File: src/rtl/mem_stage_ctrl.sv
// Memory pipeline stage controller: accepts EX/MEM instructions, issues the
// data-memory access, extends load data and hands results to the MEM/WB latch.
//
// state  | meaning
// IDLE   | empty, ready for a new instruction
// ACCESS | data-memory request outstanding, waiting for dhit
// FULL   | result held for the downstream latch
// HALTED | halt consumed, stage frozen until reset
module mem_stage_ctrl #(
    parameter int STALL_CNT_W = 16
) (
    input  logic                   CLK,
    input  logic                   nRST,
    input  logic                   in_valid,
    output logic                   in_ready,
    input  logic                   dREN_i,
    input  logic                   dWEN_i,
    input  logic [31:0]            addr_i,
    input  logic [31:0]            store_i,
    input  logic [2:0]             func3_i,
    input  logic [4:0]             rd_i,
    input  logic                   regWr_i,
    input  logic                   halt_i,
    input  logic [31:0]            npc_i,
    input  logic                   flush,
    input  logic                   dhit,
    input  logic [31:0]            dmemload,
    output logic                   dmemREN,
    output logic                   dmemWEN,
    output logic [31:0]            dmemaddr,
    output logic [31:0]            dmemstore,
    output logic                   out_valid,
    input  logic                   out_ready,
    output logic [31:0]            dmemload_o,
    output logic [4:0]             rd_o,
    output logic                   regWr_o,
    output logic                   halt_o,
    output logic [31:0]            npc_o,
    output logic                   halted,
    output logic [STALL_CNT_W-1:0] stall_cnt
);

    typedef enum logic [1:0] {IDLE, ACCESS, FULL, HALTED} state_t;

    state_t      state, next_state;
    logic        accept;
    logic        ren_q, wen_q, kill_q;
    logic [31:0] addr_q, store_q;
    logic [2:0]  func3_q;
    logic [7:0]  ld_byte;
    logic [15:0] ld_half;
    logic [31:0] ld_ext;

    always_ff @(posedge CLK or negedge nRST) begin
        if (!nRST) state <= IDLE;
        else       state <= next_state;
    end

    always_comb begin
        next_state = state;
        dmemREN    = 1'b0;
        dmemWEN    = 1'b0;
        dmemaddr   = '0;
        dmemstore  = '0;
        in_ready   = (state == IDLE) || (state == FULL && out_ready);
        // a consumed halt wins over any instruction offered in the same cycle
        accept     = in_valid && in_ready && !flush && !(state == FULL && halt_o);
        out_valid  = (state == FULL);
        halted     = (state == HALTED);
        case (state)
            IDLE: begin
                if (accept) next_state = (dREN_i || dWEN_i) ? ACCESS : FULL;
            end
            ACCESS: begin
                dmemREN   = ren_q;
                dmemWEN   = wen_q;
                dmemaddr  = addr_q;
                dmemstore = store_q;
                if (dhit) next_state = (kill_q || flush) ? IDLE : FULL;
            end
            FULL: begin
                if (flush)             next_state = IDLE;
                else if (out_ready) begin
                    if (halt_o)        next_state = HALTED;
                    else if (accept)   next_state = (dREN_i || dWEN_i) ? ACCESS : FULL;
                    else               next_state = IDLE;
                end
            end
            HALTED: next_state = HALTED;
        endcase
    end

    always_comb begin
        ld_byte = dmemload[7:0];
        case (addr_q[1:0])
            2'd0: ld_byte = dmemload[7:0];
            2'd1: ld_byte = dmemload[15:8];
            2'd2: ld_byte = dmemload[23:16];
            2'd3: ld_byte = dmemload[31:24];
        endcase
        ld_half = addr_q[1] ? dmemload[31:16] : dmemload[15:0];
        case (func3_q)
            3'b000:  ld_ext = {{24{ld_byte[7]}}, ld_byte};
            3'b001:  ld_ext = {{16{ld_half[15]}}, ld_half};
            3'b100:  ld_ext = {24'h0, ld_byte};
            3'b101:  ld_ext = {16'h0, ld_half};
            default: ld_ext = dmemload;
        endcase
    end

    always_ff @(posedge CLK or negedge nRST) begin
        if (!nRST) begin
            ren_q      <= 1'b0;
            wen_q      <= 1'b0;
            addr_q     <= '0;
            store_q    <= '0;
            func3_q    <= '0;
            rd_o       <= '0;
            regWr_o    <= 1'b0;
            halt_o     <= 1'b0;
            npc_o      <= '0;
            dmemload_o <= '0;
            kill_q     <= 1'b0;
            stall_cnt  <= '0;
        end else begin
            if (accept) begin
                ren_q      <= dREN_i;
                wen_q      <= dWEN_i && !dREN_i;
                addr_q     <= addr_i;
                store_q    <= store_i;
                func3_q    <= func3_i;
                rd_o       <= rd_i;
                regWr_o    <= regWr_i;
                halt_o     <= halt_i;
                npc_o      <= npc_i;
                dmemload_o <= '0;
            end else if (state == ACCESS && dhit) begin
                dmemload_o <= ren_q ? ld_ext : '0;
            end
            // kill survives only while the flushed access is still outstanding
            kill_q <= (state == ACCESS) && !dhit && (kill_q || flush);
            if (state == ACCESS && !dhit && !(&stall_cnt))
                stall_cnt <= stall_cnt + {{(STALL_CNT_W-1){1'b0}}, 1'b1};
        end
    end

endmodule

File: config.mk
export PLATFORM = sky130hd
export DESIGN_NAME = mem_stage_ctrl
export DESIGN_NICKNAME = d
export VERILOG_FILES = /design/src/rtl/mem_stage_ctrl.sv
export SDC_FILE = /design/constraint.sdc
export NUM_CORES = 1
export LEC_CHECK = 0
export CORE_AREA = 5 5 131 133
export DETAILED_ROUTE_END_ITERATION = 7
export DIE_AREA = 0 0 136 138
export GPL_ROUTABILITY_DRIVEN = 1
export PLACE_DENSITY = 0.95
export SLEW_MARGIN = 20
export SYNTH_ARGS = -nofsm -noshare
export SYNTH_HDL_FRONTEND = slang
export SYNTH_SLANG_ARGS = --single-unit
File: constraint.sdc
create_clock -name CLK -period 3.2 [get_ports CLK]
set_clock_uncertainty 0.05 [all_clocks]
set_input_delay 0.64 -clock CLK [delete_from_list [all_inputs] [get_ports CLK]]
set_output_delay 0.64 -clock CLK [all_outputs]
set_load 0.05 [all_outputs]
; ---- After elaboration in Yosys (flattened, before gate mapping)
; Index checks and enable logic that the tools add are counted.
[classes]
addsub = 1
muxes = 19
eq_ne = 12
n_reduce_logical = 24
[ops]
columns = operator, n
row1 = $mux W32, 5
row2 = $pmux W32 S4, 1
row3 = $pmux W8 S4, 1
row4 = $add A16 B1 Y16 const B, 1
row5 = $mux W16, 1
row6 = $mux W2, 8
row7 = $reduce_and A16 Y1, 1
row8 = $logic_and A1 B1 Y1, 10
row9 = $eq A2 B2 Y1 const B, 4
row10 = $pmux W2 S4, 1
row11 = $eq A3 B3 Y1 const B, 2
row12 = $logic_not A1 Y1, 5
row13 = $eq A2 B1 Y1 const B, 2
row14 = $logic_not A2 Y1, 2
row15 = $ne A2 B2 Y1 const B, 2
row16 = $eq A3 B1 Y1 const B, 1
row17 = $logic_not A3 Y1, 1
row18 = $logic_or A1 B1 Y1, 3
row19 = $ne A3 B2 Y1 const B, 1
row20 = $reduce_and A3 Y1, 1
row21 = $mux W1, 2
row22 = $reduce_bool A2 Y1, 1
[totals]
input_bits = 146
output_inout_bits = 156
word_cells = 69
ff_bits = 159

; ---- Depth between registers and ports, before layout
[depth]
ltp_word = 11
depth_mapped = 6
mapped_depth_nobuf = 5

; ---- Worst setup path after synthesis
; No wires, ideal clock.
[synth_timing]
path_type = register to output
from = register state[0]
to = output dmemaddr[0]
arrival_time_ps = 1614
path_stages_with_launch = 6
n_path_buf = 3
required_ps = 2510
setup_slack_ps = 896
path_cell_list = dfrtp_1 > buf_4 > nor2b_1 > buf_1 > clkbuf_1 > and2_1
[synth_between]
elab_chain_cells = 2
[synth_rtl]
columns = item, line
row1 = start: declaration, 45  ; state_t state, next_state;
row2 = start signal: assignment, 56  ; else state <= next_state;
row3 = $eq A2 B1 Y1, 70  ; case (state)
row4 = $mux W32, 70
row5 = end: declaration, 30  ; output logic [31:0] dmemaddr,
; Every way passes these cells.

; ---- Worst setup path after layout
[layout_timing]
from = register state[0]
to = output dmemaddr[15]
; The elaborated chain is that of the path after synthesis.

==> summary.txt <==
Global route
  – Gr ovfl total: 0
  – Met1 GRT Util: 26.88%
  – Vias in the first global route: 6444
  – Gr busiest metal: met2
  – Met2 usage in global routing: 39.63%
  – Antenna violations before repair: 0
  – Pin count of the biggest net entering global routing: 74
  – Global-route usage over all layers: 23.54%
  – Met3 Use GR: 7.656%
  – First-pass GRT wire length: 34780 microns

Die
  – Total core area: 15710 sq um
  – Starting Density: 46.58%
  – Die ar.: 18770 sq um
  – Ports: 302
  – Die height: 138 microns
  – Site row count: 46
  – Chip width: 136 microns

Detailed routing
  – Post-route ant nets: 0
  – Routed via count: 5771
  – # DRC: 0
  – Drt via density: 5.194
  – DR WL/cell: 19.65 microns
  – Drt pass-1 iters: 5
  – Detailed router's first-iteration violation count: 184
  – Final wirelength: 21840 microns

Synth
  – Seq cells post-synth: 159
  – Mapped Cells: 581
  – Synth Warn #: 0
  – Post-synth ARST share: 100.0%
  – Top FF cell, synth: dfrtp_1
  – EDFF count, synth: 0
  – Post-synthesis cell area: 7320 sq um
  – Syn nets: 728
  – Synth top area cells: dfrtp_1 54%, mux2_2 18%, and2_1 6.2%
  – Netlist cell types: 46
  – Synth area leader: dfrtp_1
  – Avg Cell Area, Syn: 12.60 sq um
  – Post-synthesis sequential area ratio: 54.36%
  – Yosys top cell area share: 54.36%

Clocking
  – # hold bufs at CTS: 0
  – CTS Buffer Depth: 2
  – CTS tree: built
  – Clk Latency, worst-skew pair: 0.42 ns
  – Setup Buffers After CTS: 0
  – CTS buffer count: 17
  – Clock sinks: 159
  – Clock Pin Slew Worst Setup and Hold Paths: 0.07 ns
  – Clk root buf: clkbuf_16
  – Cts repair resizes: 0
  – H-Tree Level Count: 4

STA
  – Tmin final: 3.094 ns
  – Final setup fails: 0
  – Fin crit share: 96.68%
  – F_max: 323.2 MHz
  – Slew HR: 48.95%
  – RSZ-0062 raised after global routing: no
  – Tightest Pin Transition: 0.7630 ns
  – Fin Setup TNS: 0 ns
  – Hold Fails Final Rpt: 0
  – Pins Over Slew Limit: 0

Setup path
  – Worst EP arrival: 2.40 ns
  – CP max stage cell: clkdlybuf4s50_1
  – Crit path cell chain: nor2b_4 > buf_12 > and2_1 > clkdlybuf4s50_1
  – Worst Reg-to-Reg Cells: 6
  – Max FO, Critical Path: 17
  – Worst Setup EP: dmemaddr[15]
  – WS Path Type: register to output pin
  – RR Endpoint: dmemload_o[9]
  – Crit. Startpoint: state[0]
  – RR Startpoint: state[0]
  – R2R Setup Slk: 0.86 ns
  – CP Launch Type: register
  – Crit. End Element: output pin
  – Slowest stage delay, CP: 0.82 ns
  – WP data required: 2.51 ns

Finish
  – ANT cells: 0
  – Nets@finish: 1029
  – Fraction of final layout cells sized beyond drive strength 1: 25.25%
  – Leading cell type in the layout, fill and taps excluded: clkdlybuf4s50_1
  – Most frequent cells in the layout: 253 x clkdlybuf4s50_1, 159 x dfrtp_1, 115 x mux2_2
  – Area delta synth->final: 51.97%
  – Filler cells: 1051

Hold path
  – Tightest Hold Check Type: input port to async pin

Power and ir drop
  – P per Cell Area: 905.7 nW/um^2
  – Total power: 10.07 mW
  – Maximum vdd ir drop: 586.9 uV
  – Pleak: 4.726 nW

Status
  – Run status: complete, no violations

Placement
  – Placer Congestion: 0.8175
  – Final HPWL DP: 16520 microns
  – IO Port Bufs: 301

Flow run
  – Max Cap Viol: 0
flip-flops by register name, indices dropped and copies added (netlist names), 2 cells and up:
signal      count
state           2
npc_o          32
rd_o            5
dmemload_o     32
store_q        32
addr_q         32
func3_q         3
stall_cnt      16
through the flow:
stage	std cells	area [sq um]	hold WS (ns)	utilization (%)	setup slack [ns]
after global routing	1111	11120	0.2136	70.79	0.01300
after detailed placement	1079	10520	0.4261	66.98	0.3872
final	1111	11120	0.1719	70.79	0.1062
after global placement	1079	10520	0.4237	66.98	0.4373
after CTS	1111	11120	0.1876	70.79	0.07355
after floorplan	581	7320	0.2944	-	0.8961
cell usage after synthesis (6+ instances only):
library cell and n:
buf_6 9, xor2_1 13, nand2_1 25, nand2b_1 30
mux2i_1 6, inv_1 6, o21ai_0 10, a32o_1 27
nor2_1 11, and2_1 72, buf_2 8, dfrtp_1 159
clkbuf_1 19, mux2_2 115
layout make-up:
cell class | count | area [sq um] | area share [%]
Clock buffer | 21 | 470.5 | 4.229
Timing Repair Buffer | 322 | 3154 | 28.36
Inverter | 6 | 22.52 | 0.2025
Clock inverter | 11 | 128.9 | 1.159
Multi-Input combinational cell | 376 | 3098 | 27.85
Sequential cell | 159 | 3979 | 35.77
Tap cell | 216 | 270.3 | 2.430
how the worst min path moves through the flow:
stage,end,start
global placement,dmemload_o[0],dmemload_o[0]
floorplan,addr_q[0],nRST
finish,npc_o[19],nRST
CTS,npc_o[18],nRST
detailed placement,kill_q,kill_q
global route,npc_o[18],nRST
logic make-up (layout without fill, tap and decap cells):
family | Yosys count | count (layout) | share of synthesized area (%)
AOI/OAI and AO/OA | 70 | 70 | 8.120
and+or+nand+nor | 169 | 169 | 13.28
buffers and inverters | 46 | 360 | 3.573
adders and majority gates | 1 | 1 | 0.1709
muxes | 122 | 122 | 18.82
xor gates and xnor gates | 14 | 14 | 1.675
DFF | 159 | 159 | 54.36
worst max-delay path: cells and delay by family, from the launching register on:
kind                   cells  cell delay [ns]
flip-flops                 1             0.52
AND/OR/NAND/NOR            2             0.47
buffers and inverters      2             0.99
report_power, final:
part           total, mW  switching, mW  internal (mW)  leakage (nW)
clock network       2.05          0.835           1.22         0.290
logic               4.85           2.98           1.87          2.48
registers           3.17          0.475           2.70          1.95
routing by layer:
metal | part of all wire, % | wire (microns) | vias up
met5 | 0 | 0 | -
met3 | 7.9 | 1734 | 58
li1 | - | - | 2655
met1 | 37 | 8132 | 2817
met4 | 4.1 | 894 | 0
met2 | 51 | 11070 | 241
Note: power is estimated with default switching activity, not from simulation.
